`src/rtl/pc_sequencer.sv`:
```
// Program counter and fetch-address sequencer: resolves PCsrc redirects against the
// sequential stream and issues addresses to instruction memory over valid/ready.
module pc_sequencer #(
    parameter int unsigned              ADDR_W     = 16,
    parameter logic [ADDR_W-1:0]        RESET_ADDR = '0,
    parameter int unsigned              STEP       = 2
) (
    input  logic              clk,
    input  logic              rst,
    input  logic              redirect_valid,
    input  logic [1:0]        PCsrc,
    input  logic [ADDR_W-1:0] base_address,
    input  logic [ADDR_W-1:0] immediate,
    input  logic [ADDR_W-1:0] result,
    input  logic              stall,
    input  logic              fetch_ready,
    output logic              fetch_valid,
    output logic [ADDR_W-1:0] currentAddress,
    output logic [ADDR_W-1:0] currentAddress_2,
    output logic [ADDR_W-1:0] currentAddress_immediate,
    output logic              flush,
    output logic              misaligned,
    output logic              illegal_src
);

    typedef enum logic [1:0] {
        BOOT  = 2'd0,
        FETCH = 2'd1,
        PEND  = 2'd2,
        HOLD  = 2'd3
    } state_t;

    localparam logic [ADDR_W-1:0] STEP_V = ADDR_W'(STEP);

    state_t            state_q;
    logic [ADDR_W-1:0] addr_q;
    logic [ADDR_W-1:0] pend_q;
    logic              fetch_valid_q;
    logic              flush_q;
    logic              misaligned_q;
    logic              illegal_q;

    logic [ADDR_W-1:0] raw_target_d;
    logic [ADDR_W-1:0] target_d;
    logic [ADDR_W-1:0] seq_addr_d;
    logic              redir_d;
    logic              illegal_d;
    logic              xfer_d;

    always_comb begin
        raw_target_d = '0;
        unique case (PCsrc)
            2'd0:    raw_target_d = base_address + STEP_V;
            2'd1:    raw_target_d = base_address + immediate;
            2'd2:    raw_target_d = result;
            default: raw_target_d = '0;
        endcase
    end

    assign target_d   = {raw_target_d[ADDR_W-1:1], 1'b0};
    assign seq_addr_d = addr_q + STEP_V;
    assign redir_d    = redirect_valid && (PCsrc != 2'd3);
    assign illegal_d  = redirect_valid && (PCsrc == 2'd3);
    assign xfer_d     = fetch_valid_q && fetch_ready;

    always_ff @(posedge clk or posedge rst) begin
        if (rst) begin
            state_q       <= BOOT;
            addr_q        <= RESET_ADDR;
            pend_q        <= '0;
            fetch_valid_q <= 1'b0;
            flush_q       <= 1'b0;
            misaligned_q  <= 1'b0;
            illegal_q     <= 1'b0;
        end else begin
            flush_q      <= 1'b0;
            misaligned_q <= redir_d && raw_target_d[0];
            illegal_q    <= illegal_d;

            unique case (state_q)
                BOOT: begin
                    if (redir_d) begin
                        addr_q  <= target_d;
                        flush_q <= 1'b1;
                    end
                    state_q       <= stall ? HOLD : FETCH;
                    fetch_valid_q <= !stall;
                end
                FETCH: begin
                    if (xfer_d) begin
                        // A redirect in the accepting cycle replaces the increment.
                        if (redir_d) begin
                            addr_q  <= target_d;
                            flush_q <= 1'b1;
                        end else begin
                            addr_q <= seq_addr_d;
                        end
                        state_q       <= stall ? HOLD : FETCH;
                        fetch_valid_q <= !stall;
                    end else if (redir_d) begin
                        pend_q  <= target_d;
                        state_q <= PEND;
                    end
                end
                PEND: begin
                    if (xfer_d) begin
                        addr_q        <= redir_d ? target_d : pend_q;
                        flush_q       <= 1'b1;
                        pend_q        <= '0;
                        state_q       <= stall ? HOLD : FETCH;
                        fetch_valid_q <= !stall;
                    end else if (redir_d) begin
                        pend_q <= target_d;
                    end
                end
                HOLD: begin
                    if (redir_d) begin
                        addr_q  <= target_d;
                        flush_q <= 1'b1;
                    end
                    if (!stall) begin
                        state_q       <= FETCH;
                        fetch_valid_q <= 1'b1;
                    end
                end
                default: state_q <= BOOT;
            endcase
        end
    end

    assign fetch_valid              = fetch_valid_q;
    assign currentAddress           = addr_q;
    assign currentAddress_2         = addr_q + STEP_V;
    assign currentAddress_immediate = addr_q + immediate;
    assign flush                    = flush_q;
    assign misaligned               = misaligned_q;
    assign illegal_src              = illegal_q;

endmodule

```
`config.mk`:
```
export PLATFORM = sky130hd
export DESIGN_NAME = pc_sequencer
export DESIGN_NICKNAME = d
export VERILOG_FILES = /design/src/rtl/pc_sequencer.sv
export SDC_FILE = /design/constraint.sdc
export NUM_CORES = 1
export LEC_CHECK = 0
export CORE_AREA = 4 4 121 89
export CTS_CLUSTER_SIZE = 25
export DETAILED_ROUTE_END_ITERATION = 6
export DIE_AREA = 0 0 125 93
export GPL_TIMING_DRIVEN = 0
export HOLD_SLACK_MARGIN = 0.08
export PLACE_DENSITY = 0.83
export SETUP_SLACK_MARGIN = 0.2
export SYNTH_ARGS = -nofsm -noshare
export SYNTH_HDL_FRONTEND = slang
export SYNTH_SLANG_ARGS = --single-unit
```
`constraint.sdc`:
```
create_clock -name clk -period 4.5 [get_ports clk]
set_input_delay 0.9 -clock clk [delete_from_list [all_inputs] [get_ports clk]]
set_output_delay 0.9 -clock clk [all_outputs]
set_load 0.01 [all_outputs]
```
== Yosys cells after proc, flatten, opt, wreduce, memory -nomap -nowiden ==
Index checks and enable logic that the tools add are counted.
W data, S select, Z words.

* Flip-flop bits (word level): 38
* Word-level logic and storage cells: 62
* Output and inout port bits: 52
* Bits of input ports: 55

* Add/sub/neg operators: 4
* Reduce and logical (&&, ||, !) cells: 14
* Equal/unequal tests: 14
* Muxes and demuxes: 23

{| class="wikitable"
|+ Operators with widths
! operator !! count
|-
| $mux W16 || 7
|-
| $pmux W16 S3 || 2
|-
| $add A16 B16 Y16 || 2
|-
| $add A16 B2 Y16 const B || 2
|-
| $pmux W16 S2 || 1
|-
| $mux W2 || 5
|-
| $ne A2 B2 Y1 const B || 5
|-
| $eq A2 B2 Y1 const B || 4
|-
| $pmux W2 S4 || 1
|-
| $pmux W1 S3 || 2
|-
| $reduce_and A3 Y1 || 2
|-
| $mux W1 || 5
|-
| $eq A2 B1 Y1 const B || 2
|-
| $logic_and A1 B1 Y1 || 4
|-
| $logic_not A2 Y1 || 2
|-
| $ne A2 B1 Y1 const B || 2
|-
| $reduce_and A2 Y1 || 2
|-
| $reduce_or A2 Y1 || 2
|-
| $ne A3 B3 Y1 const B || 1
|-
| $reduce_bool A2 Y1 || 1
|-
| $logic_not A1 Y1 || 1
|}

== Depth between registers and ports, before layout ==
* Depth after elaboration: 5
* Mapped depth: 11

== Worst setup path after synthesis ==
Ideal clock, no wire load.

* Path type: input-to-output
* Start point: in immediate[0]
* End point: out currentAddress_immediate[14]
* Path slack: 0.894 ns
* Cell stages on the path: 10
* Required time: 3.600 ns
* Arrival time: 2.706 ns
* Buffers on the path: 0
* Path through: ha_1 > inv_1 > fa_1 > nor2b_1 > o21ai_0 > a21boi_0 > o21ai_0 > a211oi_1 > o31ai_1 > o211ai_1

* Cells in the longest elaborated chain, start to end: 1

{| class="wikitable"
|+ RTL lines
! element !! line !! source
|-
| start, declared || 13 || <nowiki>input logic [ADDR_W-1:0] immediate,</nowiki>
|-
| $add A16 B16 Y16 || 134 || <nowiki>assign currentAddress_immediate = addr_q + immediate;</nowiki>
|-
| end, declared || 20 || <nowiki>output logic [ADDR_W-1:0] currentAddress_immediate,</nowiki>
|}

Every way passes these cells.

== Final worst setup path ==
* Start point: in immediate[2]
* End point: out currentAddress_immediate[14]

The elaborated chain is that of the path after synthesis.

==> run metrics <==
post-synthesis sequential area ratio=roughly 22%; core area=between 9000 and 10000 sq um; Crit path arrival time=between 3000 and 4000 ps; routed len/inst=19.3 um; layer with the highest usage=met2; synth warn=0; CP delay by family, top=compound AO/OA/AOI/OAI gates; met2 Track Usage GR=between 30% and 40%; CP required=3600 ps; Chip Width=~130 um; Cell Area, Synth=4230 sq um; clk sinks=38; pin count of the biggest net entering global routing=39; area added between synthesis and finish=33.1%; Clk pwr share=under 10%; Die H=93 um; crit path max fanout=3; initial DRC count=~470; register clock-pin slew on the reported worst setup and hold paths=50 ps; layout cell share with drive strength beyond 1=6.64%; die area=11600 sq um; first-pass GRT wire length=23900 um; Critical-path top delay cell=clkdlybuf4s50_1; via-per-instance ratio=slightly above 6; syn_nets=626; CTS Hold Bufs=0; Syn Inst Count=~530; TritonRoute pass-1 iters=5; Synth cell types=61; WL final=between 10000 and 15000 um; Tcrit/Tclk final=93.0%; fillers=around 850; Finish-stage setup viols=0; CTS tree=yes; crit-path max cell delay=450 ps; GPL Wtd Cong=0.960; I/O pin cnt=approximately 110; clk_skew=roughly 2.6 ps; Fmax=239 MHz; Initial Util=44.3%; EDFF count, synth=0; Worst-Skew Late Latency=about 290 ps; Hold WS=488 ps; Gate power share=70.3%; antenna viol nets, final=0; critical-path cell list=clkdlybuf4s50_1 -> ha_1 -> nor2b_1 -> o21ai_1 -> a21boi_2 -> o21ai_2 -> a211oi_2 -> o31ai_2 -> nand2_1 -> o211ai_1 -> clkdlybuf4s15_2; CTS max path bufs=2; outcome=finished, final reports clean; Worst IR Drop VDD=0.315 mV; Buffers & Inverters on Critical Path=2; Max H-tree Level=2; GRT met3 Usage=about 5.7%; Synth Flop Type=dfrtp_1; initial antenna violation count=0; GR Util met1=between 30% and 40%; RSZ-0062 raised after global routing=true; critical path class=input port to primary output; part of the power in registers=19.9%; crit path time final=4180 ps; Post-Syn Area per Cell=between 7 and 8 sq um; switch share=47.5%; Switch Pwr=1650 uW; Final #Nets=740; max_cap viols=0; DPL Wire Length=11800 um; detailed-route DRC error count=0; Buffers on Ports=105; Power Internal=1820 uW; cell row count=30; vias in the first global route=4551; Min-Delay Path Class=flop to flop; P_leak=0.00235 uW; cts bufs inserted=5; critical path startpoint category=input port; total global routing overflow=0; GRT Total Usage=25.4%; Worst Tran Pin Value=821 ps; Max Slew Vio Count=0; Async S/R FF share, synth=100%; Yosys reg bits=38; diode count=0; total power=3480 uW; CP endpoint kind=primary output; Hold Fails Final Rpt=0; Root Buffer=clkbuf_16; Max-slew headroom=45.2%; total number of vias=4701; P per Cell Area=slightly above 600 nW/um^2
## cell families (layout without fill, tap and decap cells)
group	count (synthesis)	after routing	synth area share (%)
adder cells (fa/ha/maj)	37	37	11.3
flip-flops	38	38	22.5
buffers and inverters	39	153	3.70
XOR/XNOR	48	48	9.94
AO/OA/AOI/OAI	175	175	29.4
AND/OR/NAND/NOR	187	187	20.7
multiplexers	10	10	2.43
## worst register-to-register path, cell delays in order (launching register included)
cell	delay, ps
dfrtp_1	410
inv_1	70
ha_1	130
clkbuf_1	390
nor2_1	150
o21ai_0	460
clkbuf_1	530
a22oi_1	180
a31oi_1	210
## metal layers
layer / wire, um / vias up
met5: 0 / -
met4: 275 / 0
met3: 1370 / 28
met2: 6390 / 244
met1: 6920 / 2231
li1: - / 2198
## power by group through the flow
stage	Combinational [uW]	Clock (uW)	Sequential [uW]
after global routing	2650	358	711
after CTS	2430	342	688
after global placement	2360	0	685
after detailed placement	2410	0	690
final	2440	341	692
after floorplan	1400	0	655
## cell usage in the layout, fill, tap and decap left out, drive strengths merged, types with 6 or more instances in the layout
| master | instances |
|---|---|
| xor2 | 12 |
| xnor2 | 36 |
| a22o | 11 |
| nand4 | 7 |
| buf | 9 |
| nor3 | 15 |
| a211oi | 9 |
| nand2b | 6 |
| o21ai | 50 |
| o22ai | 7 |
| nor2 | 37 |
| nor2b | 9 |
| a21oi | 30 |
| nand2 | 67 |
| o31ai | 7 |
| ha | 35 |
| dfrtp | 38 |
| clkdlybuf4s50 | 96 |
| mux2i | 8 |
| a21o | 11 |
| nand3 | 17 |
| and3 | 11 |
| a31oi | 7 |
| and2 | 8 |
| inv | 12 |
| clkbuf | 29 |
## final cells by class
type | count | area [sq um] | area share, %
multi-input cells | 457 | 3170 | 56.4
repair buffers | 107 | 1050 | 18.7
flip-flops and latches | 38 | 951 | 16.9
well taps | 128 | 160 | 2.85
clock buffers | 7 | 133 | 2.36
plain buffers | 26 | 108 | 1.91
inverters | 13 | 48.8 | 0.867
## path summary, 6_finish.rpt
kind	depth (start not counted)	startpoint	endpoint	slack, ps
setup / recovery	11	immediate[2]	currentAddress_immediate[14]	320
hold / removal	1	pend_q[0]	pend_q[0]	490
setup reg to reg	8	state_q[1]	currentAddress[1]	1870
hold reg to reg	1	pend_q[0]	pend_q[0]	490
max in group asynchronous	2	rst	currentAddress[0]	2880
min in group asynchronous	2	rst	currentAddress[7]	1100
## Yosys cell counts (9+ instances only)
master     n  share of area (%)
inv_1     12                1.1
a21o_1    11                2.0
and3_1    11                1.6
a21oi_1   30                3.6
xor2_1    12                2.5
nor2b_1    9                1.3
nor2_1    37                3.3
xnor2_1   36                7.5
nand2_1   67                5.9
clkbuf_1  20                1.8
ha_1      35                 10
nand3_1   17                2.0
o21ai_0   44                5.2
a22o_1    11                2.3
nor3_1    15                1.8
dfrtp_1   38                 22
## stage by stage
stage	area, sq um	instances	utilization (%)	setup TNS (ps)	setup slack (ps)
finish	5630	776	59.0	0	316
global route	5630	776	59.0	0	187
CTS	5620	775	59.0	0	162
detailed placement	5440	767	57.0	-2300	-600
global placement	5440	767	57.0	-1830	-491
floorplan	4230	534	-	0	894
## registers in the layout (all words and copies together) (netlist names)
signal	count
fetch_valid	1
state_q	2
illegal_src	1
currentAddress	16
misaligned	1
pend_q	16
flush	1
## repair_timing
action / in CTS / in global routing
endpoints found under the setup margin: 9 / 5
resized for setup: 28 / 5
buffers inserted: 1 / 1
pin swaps: 6 / 2
(Power assumes the default switching activity.)
